### src/rtl/spi_pkg.sv
// Shared types and constants for the SPI slave front end.
package spi_pkg;

    // Width of one received word: {cmd[1:0], payload[7:0]}
    localparam int RX_W = 10;
    // Width of the byte returned on MISO
    localparam int TX_W = 8;

    // Command codes carried in rx_data[9:8]
    localparam logic [1:0] CMD_WR_ADDR = 2'b00;
    localparam logic [1:0] CMD_WR_DATA = 2'b01;
    localparam logic [1:0] CMD_RD_ADDR = 2'b10;
    localparam logic [1:0] CMD_RD_DATA = 2'b11;

    // Slave FSM states
    typedef enum logic [2:0] {
        ST_IDLE      = 3'd0,
        ST_CHK_CMD   = 3'd1,
        ST_WRITE     = 3'd2,
        ST_READ_ADD  = 3'd3,
        ST_READ_DATA = 3'd4
    } spi_state_e;

endpackage

### src/rtl/spi_tx_serializer.sv
// Loads one read-back byte and shifts it out MSB first on a registered MISO.
// MISO carries data[7] after the load edge, bits 6..0 on the next seven
// edges, then returns to 0 on the edge that also pulses done_o.
module spi_tx_serializer
    import spi_pkg::*;
(
    input  logic            clk_i,
    input  logic            rst_i,
    input  logic            load_i,
    input  logic [TX_W-1:0] data_i,
    input  logic            abort_i,
    output logic            miso_o,
    output logic            done_o
);

    logic [TX_W-1:0] shift_q, shift_d;
    logic [2:0]      cnt_q, cnt_d;
    logic            active_q, active_d;
    logic            miso_q, miso_d;

    // Next-state: abort wins over load, load wins over shifting
    always_comb begin
        shift_d  = shift_q;
        cnt_d    = cnt_q;
        active_d = active_q;
        miso_d   = miso_q;
        done_o   = active_q && (cnt_q == 3'd0) && !abort_i;
        if (abort_i) begin
            active_d = 1'b0;
            miso_d   = 1'b0;
            cnt_d    = 3'd0;
        end else if (load_i) begin
            shift_d  = {data_i[TX_W-2:0], 1'b0};
            miso_d   = data_i[TX_W-1];
            cnt_d    = 3'(TX_W - 1);
            active_d = 1'b1;
        end else if (active_q) begin
            if (cnt_q != 3'd0) begin
                miso_d  = shift_q[TX_W-1];
                shift_d = {shift_q[TX_W-2:0], 1'b0};
                cnt_d   = cnt_q - 3'd1;
            end else begin
                miso_d   = 1'b0;
                active_d = 1'b0;
            end
        end
    end

    // Register update with synchronous active-high reset
    always_ff @(posedge clk_i) begin
        if (rst_i) begin
            shift_q  <= '0;
            cnt_q    <= '0;
            active_q <= 1'b0;
            miso_q   <= 1'b0;
        end else begin
            shift_q  <= shift_d;
            cnt_q    <= cnt_d;
            active_q <= active_d;
            miso_q   <= miso_d;
        end
    end

    assign miso_o = miso_q;

endmodule

### src/rtl/spi_slave.sv
// SPI slave front end for a single-port RAM: deserialises 10-bit command
// words from MOSI and, after a read-data command, returns one RAM byte on
// MISO. One bit per CLK; SS_n high returns to IDLE from any state.
//
// Handshake: rx_valid is a single-cycle pulse with no back-pressure; rx_data
// is stable whenever rx_valid is high and holds until the next complete word.
// tx_valid/tx_data are only consumed once, in READ_DATA after its word has
// completed; tx_valid at any other time is ignored.
module spi_slave
    import spi_pkg::*;
(
    input  logic            CLK,
    input  logic            rst_n,
    input  logic            SS_n,
    input  logic            MOSI,
    input  logic            tx_valid,
    input  logic [TX_W-1:0] tx_data,
    output logic            MISO,
    output logic            rx_valid,
    output logic [RX_W-1:0] rx_data,
    output spi_state_e      dbg_state_o
);

    spi_state_e      state_q, state_d;
    logic [3:0]      bit_cnt_q, bit_cnt_d;
    logic [RX_W-2:0] shift_q, shift_d;
    logic [RX_W-1:0] rx_data_q, rx_data_d;
    logic            rx_valid_q, rx_valid_d;
    logic            rd_seen_q, rd_seen_d;
    logic            word_done_q, word_done_d;
    logic            tx_started_q, tx_started_d;
    logic            tx_load;
    logic            tx_abort;
    logic            tx_done;

    // FSM next-state, shift register, counters and serializer control
    always_comb begin
        state_d      = state_q;
        bit_cnt_d    = bit_cnt_q;
        shift_d      = shift_q;
        rx_data_d    = rx_data_q;
        rx_valid_d   = 1'b0;
        rd_seen_d    = rd_seen_q;
        word_done_d  = word_done_q;
        tx_started_d = tx_started_q;
        tx_load      = 1'b0;
        tx_abort     = 1'b0;
        if (SS_n) begin
            // Deselect discards any partial word or byte; rd_seen survives
            state_d      = ST_IDLE;
            bit_cnt_d    = 4'd0;
            word_done_d  = 1'b0;
            tx_started_d = 1'b0;
            tx_abort     = 1'b1;
        end else begin
            case (state_q)
                ST_IDLE: begin
                    // First selected edge is a dead cycle; MOSI not sampled
                    state_d      = ST_CHK_CMD;
                    bit_cnt_d    = 4'd0;
                    shift_d      = '0;
                    word_done_d  = 1'b0;
                    tx_started_d = 1'b0;
                end
                ST_CHK_CMD: begin
                    // Word bit 9 picks write vs read; rd_seen picks read phase
                    shift_d   = {shift_q[RX_W-3:0], MOSI};
                    bit_cnt_d = 4'd1;
                    if (!MOSI) begin
                        state_d = ST_WRITE;
                    end else if (rd_seen_q) begin
                        state_d = ST_READ_DATA;
                    end else begin
                        state_d = ST_READ_ADD;
                    end
                end
                ST_WRITE, ST_READ_ADD, ST_READ_DATA: begin
                    if (!word_done_q) begin
                        shift_d = {shift_q[RX_W-3:0], MOSI};
                        if (bit_cnt_q == 4'(RX_W - 1)) begin
                            rx_data_d   = {shift_q, MOSI};
                            rx_valid_d  = 1'b1;
                            word_done_d = 1'b1;
                            bit_cnt_d   = 4'd0;
                            if (state_q == ST_READ_ADD) begin
                                rd_seen_d = 1'b1;
                            end
                        end else begin
                            bit_cnt_d = bit_cnt_q + 4'd1;
                        end
                    end else if ((state_q == ST_READ_DATA) && !tx_started_q && tx_valid) begin
                        tx_load      = 1'b1;
                        tx_started_d = 1'b1;
                    end
                    if (tx_done) begin
                        rd_seen_d = 1'b0;
                    end
                end
                default: begin
                    state_d = ST_IDLE;
                end
            endcase
        end
    end

    // State and datapath registers with synchronous active-high reset
    always_ff @(posedge CLK) begin
        if (rst_n) begin
            state_q      <= ST_IDLE;
            bit_cnt_q    <= '0;
            shift_q      <= '0;
            rx_data_q    <= '0;
            rx_valid_q   <= 1'b0;
            rd_seen_q    <= 1'b0;
            word_done_q  <= 1'b0;
            tx_started_q <= 1'b0;
        end else begin
            state_q      <= state_d;
            bit_cnt_q    <= bit_cnt_d;
            shift_q      <= shift_d;
            rx_data_q    <= rx_data_d;
            rx_valid_q   <= rx_valid_d;
            rd_seen_q    <= rd_seen_d;
            word_done_q  <= word_done_d;
            tx_started_q <= tx_started_d;
        end
    end

    spi_tx_serializer u_tx (
        .clk_i   (CLK),
        .rst_i   (rst_n),
        .load_i  (tx_load),
        .data_i  (tx_data),
        .abort_i (tx_abort),
        .miso_o  (MISO),
        .done_o  (tx_done)
    );

    assign rx_valid    = rx_valid_q;
    assign rx_data     = rx_data_q;
    assign dbg_state_o = state_q;

endmodule

### config.mk
export PLATFORM = sky130hd
export DESIGN_NAME = spi_slave
export DESIGN_NICKNAME = d
export VERILOG_FILES = /design/src/rtl/spi_pkg.sv /design/src/rtl/spi_tx_serializer.sv /design/src/rtl/spi_slave.sv
export SDC_FILE = /design/constraint.sdc
export NUM_CORES = 1
export LEC_CHECK = 0
export BUFFER_PORTS_ARGS = -buffer_cell sky130_fd_sc_hd__clkbuf_2
export CAP_MARGIN = 25
export CORE_ASPECT_RATIO = 1.75
export CORE_MARGIN = 2
export CORE_UTILIZATION = 45
export DETAILED_ROUTE_END_ITERATION = 10
export PLACE_DENSITY = 0.65
export SYNTH_ARGS = -nofsm -noshare
export SYNTH_HDL_FRONTEND = slang
export SYNTH_SLANG_ARGS = --single-unit
### constraint.sdc
create_clock -name CLK -period 2.6 [get_ports CLK]
set_clock_uncertainty 0.05 [all_clocks]
set_input_delay 0.26 -clock CLK [delete_from_list [all_inputs] [get_ports CLK]]
set_output_delay 0.26 -clock CLK [all_outputs]
set_load 0.005 [all_outputs]
# After elaboration in Yosys (flattened, before gate mapping)
# Cells that the tools add are included.
[totals]
elab_cells = 88
output_inout_bits = 15
inputBits = 13
ff_bits = 43
[op_classes]
muxes = 35
bitwise_logic = 4
n_addsub = 2
reduce_logical = 26
eq_ne = 9
[op_table]
columns = ["operator", "count"]
rows = [
  ["$pmux W9 S3", 1],
  ["$mux W8", 3],
  ["$mux W1", 19],
  ["$mux W3", 5],
  ["$pmux W4 S3", 1],
  ["$reduce_bool A2 Y1", 5],
  ["$mux W9", 1],
  ["$pmux W3 S3", 1],
  ["$reduce_and A3 Y1", 3],
  ["$mux W4", 2],
  ["$eq A3 B2 Y1 const B", 2],
  ["$logic_not A3 Y1", 2],
  ["$ne A2 B2 Y1 const B", 3],
  ["$reduce_bool A3 Y1", 2],
  ["$reduce_and A5 Y1", 1],
  ["$add A4 B1 Y4 const B", 1],
  ["$eq A4 B4 Y1 const B", 1],
  ["$logic_and A1 B1 Y1", 4],
  ["$not A1 Y1", 4],
  ["$pmux W1 S2", 2],
  ["$reduce_and A2 Y1", 2],
  ["$reduce_and A4 Y1", 1],
  ["$reduce_or A2 Y1", 2],
  ["$reduce_or A4 Y1", 1],
  ["6 further kinds", 7],
]

# Longest topological paths before layout
# Gate-level depths: netlist (run 1).
[depth]
depth_word = 9
ltp_mapped = 7
ltp_nobuf = 6

# Modules after synthesis
# A second synthesis (run 1) with hierarchy kept.
[unflattened]
hier_cells = 212
hier_area_um2 = 1941.9
[by_module_without_submodules]
columns = ["module", "area_per_inst_um2", "n_inst", "seq_area_each_um2", "cells_per_inst"]
rows = [
  ["spi_slave", 1310.0, 1, 600.6, 147],
  ["spi_tx_serializer", 631.9, 1, 240.2, 65],
]

# Worst setup path after synthesis (run 1)
# Ideal clock, no wire load.
[synth_timing]
path_kind = "flip-flop to flip-flop"
start = "register state_q[0], in the netlist dbg_state_o[0]"
end = "register rx_data_q[1], in the netlist rx_data[1]"
setup_time_ns = 0.128
arrival_ns = 1.738
path_slack_ns = 0.684
n_path_buf = 3
required_time_ns = 2.422
stages_incl_launch_ff = 8
synth_period_minus_slack_ns = 1.916
path_cell_list = "dfxtp_1 buf_6 or3b_4 buf_6 a2111oi_4 buf_6 mux2i_1 nor2_1"
[synth_between]
elab_chain_len = 3
word_cells_on_any_way = 5
cone_classes = "eq/ne (3); reduce/logical (2)"
[synth_lines]
columns = ["item", "line", "rtl"]
rows = [
  ["start: declaration", "spi_slave.sv:24", "spi_state_e state_q, state_d;"],
  ["start signal: assignment", "spi_slave.sv:118", "state_q <= state_d;"],
  ["$eq A3 B2 Y1 / $eq A3 B3 Y1 (equally long branches)", "spi_slave.sv:56", "case (state_q)"],
  ["$reduce_or A3 Y1 *", "spi_slave.sv:56", ""],
  ["$reduce_and A4 Y1 (no source line) *", "-", ""],
  ["end signal: assignment", "spi_slave.sv:121", "rx_data_q <= rx_data_d;"],
  ["end: declaration", "spi_slave.sv:27", "logic [RX_W-1:0] rx_data_q, rx_data_d;"],
]
# Mark *: on every way between the ends. The rest lies on a longest branch, timed or not.
# A chain may end at the register's enable or synchronous reset.

# Worst setup path after layout (run 1)
[layout_timing]
start = "register state_q[1], in the netlist dbg_state_o[1]"
end = "register u_tx.shift_q[3]"
[layout_between]
elab_chain_len = 9
word_cells_on_any_way = 14
cone_classes = "eq/ne (3); mux (5); reduce/logical (6)"
[layout_lines]
columns = ["item", "line", "rtl"]
rows = [
  ["$eq A3 B3 Y1", "spi_slave.sv:56, spi_slave.sv:91", ""],
  ["$logic_and A1 B1 Y1 (2 in a row)", "spi_slave.sv:91", "end else if ((state_q == ST_READ_DATA) && !tx_started_q && tx_valid) begin"],
  ["$mux W1", "spi_slave.sv:91", ""],
  ["$mux W1", "spi_slave.sv:78", "if (!word_done_q) begin"],
  ["$mux W1 *", "spi_slave.sv:56", ""],
  ["$mux W1 *", "spi_slave.sv:48", "if (SS_n) begin"],
  ["$reduce_bool A2 Y1 (no source line)", "-", ""],
  ["$reduce_and A3 Y1 (no source line)", "-", ""],
  ["end signal: assignment", "spi_tx_serializer.sv:57", "shift_q <= shift_d;"],
  ["end: declaration", "spi_tx_serializer.sv:16", "logic [TX_W-1:0] shift_q, shift_d;"],
]
# Marks and branches as above.

==> results of run 1 <==
-- worst max-delay path by stage --
stage	startpoint	end	slack [ps]
floorplan	dbg_state_o[0]	rx_data[1]	680
global placement	dbg_state_o[1]	u_tx.shift_q[2]	610
detailed placement	dbg_state_o[1]	u_tx.shift_q[3]	560
CTS	dbg_state_o[1]	u_tx.shift_q[3]	540
global route	dbg_state_o[1]	u_tx.shift_q[7]	360
finish	dbg_state_o[1]	u_tx.shift_q[3]	550
-- metal layers --
| layer | track usage [%] | vias to the layer above |
|---|---|---|
| met5 | 0 | - |
| met2 | 28.07 | 27 |
| met3 | 3.512 | 8 |
| met4 | 9.091 | 0 |
| li1 | - | 762 |
| met1 | 20.38 | 683 |
-- worst max-delay path, stage by stage (launching register included) --
cell and delay (ps):
dfxtp_1 430, or3b_4 490, nor4_4 600, nand2_1 120
a311oi_1 270
-- state kept, by name, summed over array words and instances (netlist names) --
register	flops
rd_seen_q	1
dbg_state_o	3
tx_started_q	1
u_tx.cnt_q	3
rx_valid	1
rx_data	10
u_tx.active_q	1
shift_q	9
u_tx.miso_o	1
bit_cnt_q	4
word_done_q	1
u_tx.shift_q	7
-- power by group --
group          switching, uW  internal [uW]  total (uW)
combinational           30.3           19.9        50.2
sequential              3.59            646         649
clock                    196            185         381
-- cell type report --
type | count | area, um^2
fill | 417 | 1981
multi-input combinational | 136 | 910.9
sequential | 42 | 840.8
timing repair buffer | 32 | 172.7
clock buffer | 7 | 76.32
tap | 49 | 61.31
inverter | 8 | 30.03
-- synth_stat cells, drive strengths merged, types with 3 or more instances --
cell and n:
a21oi 14, a311oi 7, buf 6, clkbuf 9
dfxtp 42, ha 4, inv 8, mux2i 10
nand2 17, nand2b 10, nor2 17, nor2b 3
nor3 12, o21ai 3, o22ai 7
-- metrics by stage --
stage          instance area (um^2)  hold slack [ps]  setup slack (ps)  std cells
2_1_floorplan                  1877            346.0             684.3        201
3_3_place_gp                   2016            417.4             606.3        267
3_5_place_dp                   2016            409.7             557.3        267
4_1_cts                        2092            135.3             535.0        274
5_1_grt                        2092            160.5             358.7        274
6_report                       2092            145.2             547.3        274
-- kinds of logic after synthesis --
logic type | count (synthesis)
mux | 11
simple gates | 70
compound gates | 48
xor+xnor | 3
buf+inv | 23
flops | 42
fa+ha+maj | 4
==> reports/metrics.csv, run 1 <==
metric,value,unit
clock-sinks,42,
dr_wl_met3,130,um
rows,31,
synth_top_family_by_area,simple AND/OR/NAND/NOR gates,
htreeDepth,2,
yosys.area_share.simple,19.47,%
synthMuxAreaShare,5.933,%
synth-async-reset-ratio,0,%
cap_violations,0,
drtPass1Iterations,4,
finish.utilization,51.37,%
rsz0062_at_grt,false,
worstMarginPinSlew,687.4,ps
syn-instance-count,201,
finalPower,1080,uW
hp-class,in2reg,
power_density,516.4,nW/um^2
highest_layer,met4,
track_usage,17.03,%
ys.flop_type,dfxtp_1,
syn-cell-area,1877,um^2
drt-met1-wl,1578,um
ios,28,
critPathMaxFanout,14,
grt_pass1_vias,1355,
start_kind,flip-flop,
ys_top_cells_by_area,"dfxtp_1 (45%), mux2i_1 (5.3%), nand2_1 (3.4%), nor2_1 (3.4%), nand2b_1 (3.3%)",
dr_total_vias,1480,
setup_violations,0,
grt_max_degree,32,
cts_hold_buffers,0,
peakVddDrop,0.0006790,V
min_period,2053,ps
drive_above_1_share,21.33,%
r2r-end,u_tx.shift_q[3],
ys_types,42,
syn-num-nets,218,
area.growth.synth_to_final,11.47,%
cts_resized,0,
status,"finished, final reports clean",
relSlewSlack,53.82,%
holdPathStages,3,
post-dp-hpwl,2690,um
reg2reg_depth,4,
cts_made_buffers,5,
yosys_register_bits,42,
postRouteAntennaNets,0,
root_buffer,clkbuf_8,
synth_top_area_share,44.80,%
slew_violations,0,
finalWeightedCongestion,0.7961,
mostFrequentLayoutCells,"dfxtp_1 (42), clkbuf_2 (27), nand2_1 (17), nor2_1 (17), nor3_1 (12)",
ff2ff_setup_slack,550,ps
wl_per_cell,13.21,um
portBuffers,27,
final_common_cell,dfxtp_1,
yosysSeqAreaShare,44.80,%
chipWidth,52.82,um
vias_per_cell,5.401,
timing.rr.start,dbg_state_o[1],
initial_core_util,46.08,%
insertion_delay,280,ps
cts_setup_buffers,0,
fin_setup_tns,0,ps
synth_adder_area_share,2.667,%
cts_max_path_buffers,2,
final_nets,242,
antenna_found_initial,0,
grt_overflow,0,
grt_pass1_wl,6023,um
finalHoldViolCount,0,
timing.fmax,0.4872,GHz
cp.arrival,2190,ps
path_clk_slew,70,ps
drc,0,
core_area,4073,um^2
drt_iter0_drc,18,
worstPathRequired,2740,ps
cp-end-kind,flip-flop,
synth-compound-area-share,19.07,%
yosys.area.top_type,dfxtp_1,
routed_wl,3620,um
die_y,89.43,um
yosys_warnings,0,
die_area,4724,um^2
wl_met2,1803,um
fin_crit_sh,78.95,%
hp-start,tx_data[0],
setup.worst_path.class,reg2reg,
synth-xor-area-share,1.400,%
min_to,u_tx.shift_q[1],
cts_tree,done,
leakage,0.0007334,uW
syn_area_per_cell,9.337,um^2
synth_edf_count,0,
n_antenna_cell,0,
(Power assumes the default switching activity.)
==> run 2, diff against run 1 <==
--- a/config.mk
+++ b/config.mk
@@ -5,6 +5,7 @@
 export SDC_FILE = /design/constraint.sdc
 export NUM_CORES = 1
 export LEC_CHECK = 0
+export ABC_AREA = 1
 export BUFFER_PORTS_ARGS = -buffer_cell sky130_fd_sc_hd__clkbuf_2
 export CAP_MARGIN = 25
 export CORE_ASPECT_RATIO = 1.75
==> constraint.sdc (replaced) <==
create_clock -name CLK -period 2 [get_ports CLK]
set_clock_uncertainty 0.05 [all_clocks]
set_input_delay 0.2 -clock CLK [delete_from_list [all_inputs] [get_ports CLK]]
set_output_delay 0.2 -clock CLK [all_outputs]
set_load 0.005 [all_outputs]
==> run 2 against run 1 <==
Net effect:
- core utilization rose by 1.2 points
- largest cell class unchanged
- total power rose by 38%
- worst setup slack got worse by 180 ps
- die area rose by 1.1%
- area after synthesis rose by 1.2%
- highest routed layer unchanged
- clock power rose by 49%
==> reports/metrics.csv, run 2 <==
metric,value,unit,change
status,"finished, final reports clean",,unchanged
ios,28,,unchanged
timing.fmax,0.6115,GHz,was 0.4872 GHz
vias_per_cell,5.133,,was 5.401
rsz0062_at_grt,false,,unchanged
setup_violations,0,,unchanged
critPathMaxFanout,11,,was 14
postRouteAntennaNets,0,,unchanged
min_period,1635,ps,was 2053 ps
finalPower,1492,uW,was 1080 uW
drc,0,,unchanged
slew_violations,0,,unchanged
yosysMostFrequentCell,nand2_1,,was dfxtp_1
chipWidth,53.11,um,was 52.82 um
worstPathRequired,2130,ps,was 2740 ps
cts_tree,done,,unchanged
cts_made_buffers,5,,unchanged
cts_setup_buffers,0,,unchanged
timing.rr.start,bit_cnt_q[0],,was dbg_state_o[1]
core_area,4111,um^2,was 4073 um^2
reg2reg_depth,6,,was 4
clock-sinks,42,,unchanged
synthMuxAreaShare,0,%,was 5.933%
ys_top_cells_by_area,"dfxtp_1 (44%), nand2_1 (12%), a21oi_1 (8.2%), nand3_1 (5.3%), nor2_1 (5.1%)",,"was dfxtp_1 (45%), mux2i_1 (5.3%), nand2_1 (3.4%), nor2_1 (3.4%), nand2b_1 (3.3%)"
path_clk_slew,80,ps,was 70 ps
finish.utilization,52.59,%,was 51.37%
wl_per_cell,12.69,um,was 13.21 um
root_buffer,clkbuf_8,,unchanged
final_common_cell,nand2_1,,was dfxtp_1
yosys.area.top_type,dfxtp_1,,unchanged
holdPathStages,3,,unchanged
drt_iter0_drc,43,,was 18
cts_hold_buffers,0,,unchanged
finalHoldViolCount,0,,unchanged
drtPass1Iterations,4,,unchanged
power_density,690.2,nW/um^2,was 516.4 nW/um^2
ys_types,26,,was 42
relSlewSlack,72.91,%,was 53.82%
setup.worst_path.class,reg2reg,,unchanged
die_area,4777,um^2,was 4724 um^2
ff2ff_setup_slack,360,ps,was 550 ps
yosysSeqAreaShare,44.27,%,was 44.80%
stdcell_count,339,,was 274
grt_overflow,0,,unchanged
grt_pass1_vias,1616,,"was 1,355"
mostFrequentLayoutCells,"nand2_1 (63), dfxtp_1 (42), a21oi_1 (31)",,"was dfxtp_1 (42), clkbuf_2 (27), nand2_1 (17), nor2_1 (17), nor3_1 (12)"
syn_area_per_cell,7.333,um^2,was 9.337 um^2
rows,31,,unchanged
r2r-end,rx_data[6],,was u_tx.shift_q[3]
ys.flop_type,dfxtp_1,,unchanged
dp.cells,331,,was 267
synth-async-reset-ratio,0,%,unchanged
routed_wl,4301,um,was 3620 um
fin_crit_sh,81.76,%,was 78.95%
synth_edf_count,0,,unchanged
cp-end-kind,flip-flop,,unchanged
finalWeightedCongestion,0.8008,,was 0.7961
synth-compound-area-share,11.20,%,was 19.07%
syn-instance-count,259,,was 201
post-dp-hpwl,3293,um,was 2690 um
cts_resized,0,,unchanged
portBuffers,27,,unchanged
yosys.area_share.simple,32.35,%,was 19.47%
grt_max_degree,16,,was 32
antenna_found_initial,0,,unchanged
n_antenna_cell,0,,unchanged
hp-class,in2reg,,unchanged
track_usage,20.35,%,was 17.03%
hp-start,tx_data[0],,unchanged
initial_core_util,46.20,%,was 46.08%
synth_top_area_share,44.27,%,was 44.80%
syn-num-nets,276,,was 218
dr_total_vias,1740,,"was 1,480"
start_kind,flip-flop,,unchanged
final_nets,306,,was 242
synth_adder_area_share,2.635,%,was 2.667%
dpl_cell_area,2071,um^2,was 2016 um^2
synth-xor-area-share,1.383,%,was 1.400%
area.growth.synth_to_final,13.83,%,was 11.47%
leakage,0.0009051,uW,was 0.0007334 uW
grt_pass1_wl,7238,um,was 6023 um
worstMarginPinSlew,405.9,ps,was 687.4 ps
peakVddDrop,0.0005548,V,was 0.0006790 V
yosys_register_bits,42,,unchanged
synth_top_family_by_area,simple AND/OR/NAND/NOR gates,,unchanged
largest_reg_flops,10,,unchanged
drive_above_1_share,18.97,%,was 21.33%
htreeDepth,2,,unchanged
fin_area,2162,um^2,was 2092 um^2
min_to,u_tx.shift_q[1],,unchanged
fin_setup_tns,0,ps,unchanged
insertion_delay,290,ps,was 280 ps
die_y,89.95,um,was 89.43 um
syn-cell-area,1899,um^2,was 1877 um^2
cts_max_path_buffers,2,,unchanged
cp.arrival,1770,ps,was 2190 ps
yosys_warnings,0,,unchanged
cap_violations,0,,unchanged
ys_top_cells_by_count,"nand2_1 (63), dfxtp_1 (42), a21oi_1 (31)",,"was dfxtp_1 (42), nand2_1 (17), nor2_1 (17)"
-- run 2: cell types whose count changed after synthesis, moves of 5 or more --
| cell | delta |
|---|---|
| o22ai_1 | -6 |
| nor2_1 | +9 |
| nand4_1 | +13 |
| nand3_1 | +19 |
| clkbuf_1 | -7 |
| nand2b_1 | -10 |
| mux2i_1 | -10 |
| a311oi_1 | -7 |
| inv_1 | +15 |
| a21oi_1 | +20 |
| nor3_1 | -12 |
| nand2_1 | +46 |
| nand2_2 | +5 |
-- run 2: cells by family (layout without fill, tap and decap cells) --
kind of cell	Yosys count	in the layout
adders and majority gates	4	4
buffers and inverters	35	66
xor gates and xnor gates	3	3
AOI/OAI and AO/OA	41	41
and+or+nand+nor	134	134
DFF	42	42
-- run 2: report_power, final --
| part | internal [uW] | switching (uW) | total (uW) |
|---|---|---|---|
| Sequential | 839 | 5.46 | 844 |
| Clock | 279 | 289 | 568 |
| Combinational | 24.1 | 56.2 | 80.3 |
| Total | 1140 | 351 | 1490 |
-- run 2: metal layers --
metal  vias to the layer above  part of all wire (%)  track usage [%]
met5                         -                     0                0
met4                         0                   2.6            10.04
met3                        10                   3.8            3.987
met2                        41                    55            36.77
met1                       788                    38            20.89
li1                        901                     -                -
-- run 2: worst max-delay path by stage --
| stage | startpoint | end |
|---|---|---|
| 2_1_floorplan | u_tx.cnt_q[0] | u_tx.shift_q[3] |
| 3_3_place_gp | bit_cnt_q[0] | rx_data[0] |
| 3_5_place_dp | bit_cnt_q[0] | rx_data[6] |
| 4_1_cts | bit_cnt_q[0] | rx_data[6] |
| 5_1_grt | bit_cnt_q[0] | rx_data[6] |
| 6_report | bit_cnt_q[0] | rx_data[6] |
-- run 2: metrics by stage --
step           hold WS [ps]  setup slack [ps]
2_1_floorplan         219.1             652.7
3_3_place_gp          397.0             448.8
3_5_place_dp          402.8             377.5
4_1_cts               107.9             358.3
5_1_grt               109.6             191.0
6_report              110.6             364.7
-- run 2: layout make-up --
type / instances / area, um^2
clock buffers: 7 / 86.33
clock inverters: 1 / 5.005
fillers: 429 / 1949
inverters: 28 / 107.6
multi-input cells: 182 / 903.4
flip-flops and latches: 42 / 840.8
well taps: 49 / 61.31
repair buffers: 30 / 157.7
-- run 2: worst max-delay path: stages, from the launching register on --
cell     delay (ps)
dfxtp_1         410
ha_1            170
nand2_1          60
nor2_2          330
nand3_2         300
nand2_1         140
a21oi_1          60
